$ cat src/rtl/foo_pkg.sv
`default_nettype none
// ============================================================================
// Module   : foo_pkg
// Purpose  : Shared lane type and width for the foo serializer.
// Revision : 1.0 - initial release
// ============================================================================
package foo_pkg;

   localparam int FOO_W = 8;

   typedef struct packed {
      logic [3:0] adr;
      logic [3:0] val;
   } foo_s;

endpackage : foo_pkg
`default_nettype wire

$ cat src/rtl/foo_lane_pick.sv
`default_nettype none
// ============================================================================
// Module   : foo_lane_pick
// Purpose  : Finds the lowest set lane in a mask, its one-hot, and whether
//            it is the only lane left.
// Revision : 1.0 - initial release
// ============================================================================
module foo_lane_pick #(
   parameter int NLANES = 4,
   parameter int IDX_W  = 2
) (
   input  logic [NLANES-1:0] mask,
   output logic [IDX_W-1:0]  idx,
   output logic [NLANES-1:0] clr,
   output logic              only_one
);

   logic [NLANES-1:0] w_mask_m1;

   assign w_mask_m1 = mask - NLANES'(1);
   // x & ~(x-1) isolates the lowest set bit
   assign clr       = mask & ~w_mask_m1;
   assign only_one  = (mask != '0) && ((mask & w_mask_m1) == '0);

   always_comb begin
      idx = '0;
      for (int k = NLANES - 1; k >= 0; k--) begin
         if (mask[k]) idx = IDX_W'(k);
      end
   end

endmodule : foo_lane_pick
`default_nettype wire

$ cat src/rtl/foo_serializer.sv
`default_nettype none
// ============================================================================
// Module   : foo_serializer
// Purpose  : Accepts a word of NLANES packed lanes plus a mask and emits the
//            enabled lanes one per handshake, lowest index first.
// Revision : 1.0 - initial release
// ============================================================================
module foo_serializer
   import foo_pkg::*;
#(
   parameter int NLANES = 4
) (
   input  logic                    clk,
   input  logic                    rst,
   input  logic                    in_valid,
   output logic                    in_ready,
   input  foo_s [NLANES-1:0]       in_data,
   input  logic [NLANES-1:0]       in_mask,
   output logic                    out_valid,
   input  logic                    out_ready,
   output foo_s                    out_data,
   output logic                    out_last,
   output logic [7:0]              out_count
);

   localparam int         c_idx_w = (NLANES > 1) ? $clog2(NLANES) : 1;
   localparam logic [0:0] c_idle  = 1'b0;
   localparam logic [0:0] c_emit  = 1'b1;

   logic [0:0]         r_state;
   logic [NLANES-1:0]  r_mask;
   foo_s [NLANES-1:0]  r_data;
   logic [7:0]         r_count;

   logic [c_idx_w-1:0] w_idx;
   logic [NLANES-1:0]  w_clr;
   logic               w_only;
   logic               w_in_xfer;
   logic               w_out_xfer;

   foo_lane_pick #(
      .NLANES (NLANES),
      .IDX_W  (c_idx_w)
   ) u_pick (
      .mask     (r_mask),
      .idx      (w_idx),
      .clr      (w_clr),
      .only_one (w_only)
   );

   assign out_valid  = (r_state == c_emit);
   assign out_last   = out_valid && w_only;
   assign out_data   = r_data[w_idx];
   assign out_count  = r_count;
   // Gated by rst so upstream sees "not ready" for the whole reset window
   assign in_ready   = !rst && (!out_valid || (out_ready && out_last));
   assign w_in_xfer  = in_valid && in_ready;
   assign w_out_xfer = out_valid && out_ready;

   always_ff @(posedge clk or posedge rst) begin
      if (rst) begin
         r_state <= c_idle;
         r_mask  <= '0;
         r_data  <= '0;
         r_count <= '0;
      end else begin
         if (w_out_xfer) begin
            r_count <= r_count + 8'd1;
            r_mask  <= r_mask & ~w_clr;
         end
         // A new word can only arrive alongside the final lane, so it overrides the clear
         if (w_in_xfer) begin
            r_mask <= in_mask;
            if (|in_mask) begin
               r_data  <= in_data;
               r_state <= c_emit;
            end else begin
               r_state <= c_idle;
            end
         end else if (w_out_xfer && out_last) begin
            r_state <= c_idle;
         end
      end
   end

endmodule : foo_serializer
`default_nettype wire

$ cat config.mk
export PLATFORM = sky130hd
export DESIGN_NAME = foo_serializer
export DESIGN_NICKNAME = d
export VERILOG_FILES = /design/src/rtl/foo_pkg.sv /design/src/rtl/foo_lane_pick.sv /design/src/rtl/foo_serializer.sv
export SDC_FILE = /design/constraint.sdc
export NUM_CORES = 1
export LEC_CHECK = 0
export ABC_AREA = 1
export BUFFER_PORTS_ARGS = -buffer_cell sky130_fd_sc_hd__buf_2
export CORE_AREA = 2 2 73 75
export DETAILED_ROUTE_END_ITERATION = 10
export DIE_AREA = 0 0 75 77
export PLACE_DENSITY_LB_ADDON = 0.12
export SYNTH_ARGS = -nofsm -noshare
export SYNTH_HDL_FRONTEND = slang
export SYNTH_HIERARCHICAL = 1
export SYNTH_SLANG_ARGS = --single-unit
$ cat constraint.sdc
create_clock -name clk -period 1.52 [get_ports clk]
set_input_delay 0.152 -clock clk [delete_from_list [all_inputs] [get_ports clk]]
set_output_delay 0.152 -clock clk [all_outputs]
set_load 0.01 [all_outputs]
==> out/qor.csv <==
stage,metric,value,unit
timing,hold_viol,0,
setup_path,crit_arrival,1720,ps
yosys,async_reset_ff_share,100,%
global_routing,grtUsageTotal,22.0,%
finish,fillers,468,
power,power_density,2030,nW/µm²
power,clock_power_share,12.0,%
finish,num-nets-final,408,
timing,tightest_slew,341,ps
setup_path,r2r_start,r_mask[1],
yosys,netlist_area,2240,µm²
timing,rsz0062_at_grt,yes,
routing,drtAntennaViolNets,0,
yosys,synth_ff_type,dfrtp_1,
place,hpwl,4090,µm
yosys,synth_area_leaders,"dfrtp_1, nand2_1, nand4_1",
timing,fmax,534,MHz
timing,setup_viol,47,
outcome,violations,setup timing,
outcome,status,"finished, violations left",
place,dpl_cell_area,2710,µm²
hold_path,hold_class,in2reg,
yosys,synth_seq_cells,45,
routing,avgViaCountPerCell,5.24,
die,rows,26,
yosys,yosys_warnings,6,
yosys,postSynthCellCount,282,
yosys,synth_top_area_share,50.3,%
global_routing,grt_pass1_vias,2132,
global_routing,antenna_found_initial,0,
clock_tree,cts.sinks,45,
power,p_switching,0.00259,W
global_routing,grt_pass1_wl,9840,µm
yosys,avgSynthCellArea,7.94,µm²
yosys,synth_cell_types,21,
timing,layout_min_cycle_time,1870,ps
routing,first_pass_iters,6,
yosys,synth_seq_area_share,50.3,%
timing,post-route-period-util,123,%
power,switching_share,41.3,%
yosys,yosys.area.top_type,dfrtp_1,
power,leakage,1.62,nW
yosys,synth_edf_count,0,
die,die_w,75,µm
power,combPwrFrac,53.4,%
global_routing,grt_overflow,0,
setup_path,crit_fanout,8,
finish,area_growth,37.7,%
routing,drt_iter0_drc,82,
setup_path,cp_slowest_cell,dfrtp_2,
finish,fin_area,3080,µm²
routing,drcViolationCount,0,
finish,drive_above_1_share,34.1,%
die,fp.coreArea,4980,µm²
finish,multi_input_area,1050,µm²
setup_path,cp-end-kind,output port,
routing,routed_wirelength,6220,µm
routing,wl_per_cell,14.2,µm
clock_tree,clkTransAtPathRegs,80,ps
timing,maxSlewViolCount,0,
global_routing,grt_max_degree,33,
setup_path,start_kind,flop,
setup_path,crit_required,1370,ps
clock_tree,clock_latency,290,ps
timing,skew,5.88,ps
yosys,synth_nets,323,
clock_tree,clock-root-buffer,clkbuf_8,
die,die_h,77,µm
power,seqPwrFrac,34.6,%
setup_path,cp-startpoint,r_mask[3],
power,intPower,0.00367,W
setup_path,max_stage_delay,460,ps
setup_path,cp_cell_sequence,nor2_2 -> nor2_4 -> buf_4 -> inv_2 -> o21ai_0 -> o22ai_1 -> buf_2,
setup_path,crit_type,reg2out,
setup_path,ff2ff_setup_slack,-340,ps
place,port_buffers,58,
clock_tree,htreeDepth,2,
finish,register_area,1130,µm²
die,ios,59,
setup_path,timing.rr.end,r_data[21],
timing,setup_ws,-353,ps
setup_path,endpoint,out_data[5],
place,routabilityCongestion,0.785,
power,ir_drop,0.00119,V
routing,vias,2291,
die,start_util,45.0,%
finish,antennaDiodeCount,0,
clock_tree,cts_tree,yes,
flow_run,max_cap_viol_count,0,
die,die_area,5780,µm²
setup_path,r2r_cells,11,
timing,relSlewSlack,77.2,%
timing,tns,-14010,ps
clock_tree,cts_buffers,5,
clock_tree,clock_path_buffers,2,
flip-flops by register name (all words and copies together), names as in the netlist:
name and flops:
out_valid 1, r_mask 4, r_data 32, out_count 8
critical path, delay by kind of cell, from the launching register on:
kind | cells | cell delay, ps
compound gates | 2 | 290
simple gates | 2 | 260
flops | 1 | 460
buf+inv | 3 | 430
routing by layer:
metal / vias to the layer above / global-route usage, % / wire length [µm]
li1: 1111 / - / -
met1: 1113 / 28.8 / 2700
met2: 60 / 36.8 / 3180
met3: 7 / 3.42 / 236
met4: 0 / 6.43 / 99
met5: - / 0 / 0
final cells by class:
cell class	count	area share, %
tap	70	2.84
sequential	45	36.6
timing repair buffer	95	21.6
clock buffer	7	2.80
inverter	17	2.07
multi-input combinational	203	34.1
cells by family after synthesis:
kind of cell	after synthesis	share of synthesized area (%)
buffers and inverters	34	6.26
adder cells (fa/ha/maj)	1	0.559
AND/OR/NAND/NOR	167	33.0
XOR/XNOR	4	1.56
multiplexers	1	0.503
AO/OA/AOI/OAI	30	7.82
flip-flops	45	50.3
worst min-delay path by stage:
stage                        end        from  cells past startpoint
global placement    out_count[7]         rst                      3
finish                 r_mask[1]  in_mask[1]                      3
CTS                    r_mask[1]  in_mask[1]                      3
global route           r_data[7]  in_data[7]                      3
floorplan              r_mask[1]  in_mask[1]                      2
detailed placement  out_count[7]         rst                      3
power by group through the flow:
stage / registers (W) / logic, W / clock network, W
floorplan: 0.00206 / 0.00169 / 0
global placement: 0.00213 / 0.00267 / 0
detailed placement: 0.00213 / 0.00272 / 0
CTS: 0.00214 / 0.00309 / 0.000761
global route: 0.00224 / 0.00372 / 0.000805
finish: 0.00216 / 0.00334 / 0.000748
through the flow:
step | setup slack [ps] | instances | hold WS (ps) | utilization [%] | total power (W)
finish | -353 | 437 | 96.6 | 61.9 | 0.00625
global route | -433 | 437 | 104 | 61.9 | 0.00676
CTS | -292 | 430 | 97.8 | 59.1 | 0.00600
detailed placement | -128 | 413 | 250 | 54.5 | 0.00486
global placement | -118 | 413 | 247 | 54.5 | 0.00480
floorplan | -62.4 | 282 | 299 | - | 0.00376
cell usage after synthesis (2+ instances only):
cell type / n
buf_2: 7
inv_1: 15
dfrtp_1: 45
clkbuf_1: 9
nand2_1: 89
nand2_2: 2
nor2_1: 28
nand3_1: 13
o21ai_0: 19
inv_2: 2
xor2_1: 2
xnor2_1: 2
o22ai_1: 8
nand4_1: 34
cells in the final DEF (no fill, tap or decap), types with 3 or more instances in the layout:
cell,instances
inv_1,12
nand2_2,4
o21ai_1,9
nand3_1,11
dfrtp_1,42
o22ai_1,8
buf_2,56
o21ai_0,9
inv_2,4
clkbuf_8,6
nand2_4,4
nand2_1,83
nand4_1,34
buf_6,11
buf_4,24
dfrtp_2,3
nor2_1,26
timing repair:
action / in CTS / in global routing
endpoints found under the hold margin: 45 / 0
gates resized for setup: 27 / 16
pin swaps: 5 / 4
endpoints found under the setup margin: 45 / 47
cloned: 0 / 3
hold buffers: 1 / 0
buffers inserted: 9 / 5
No activity file was read; power rests on OpenSTA's default activity.
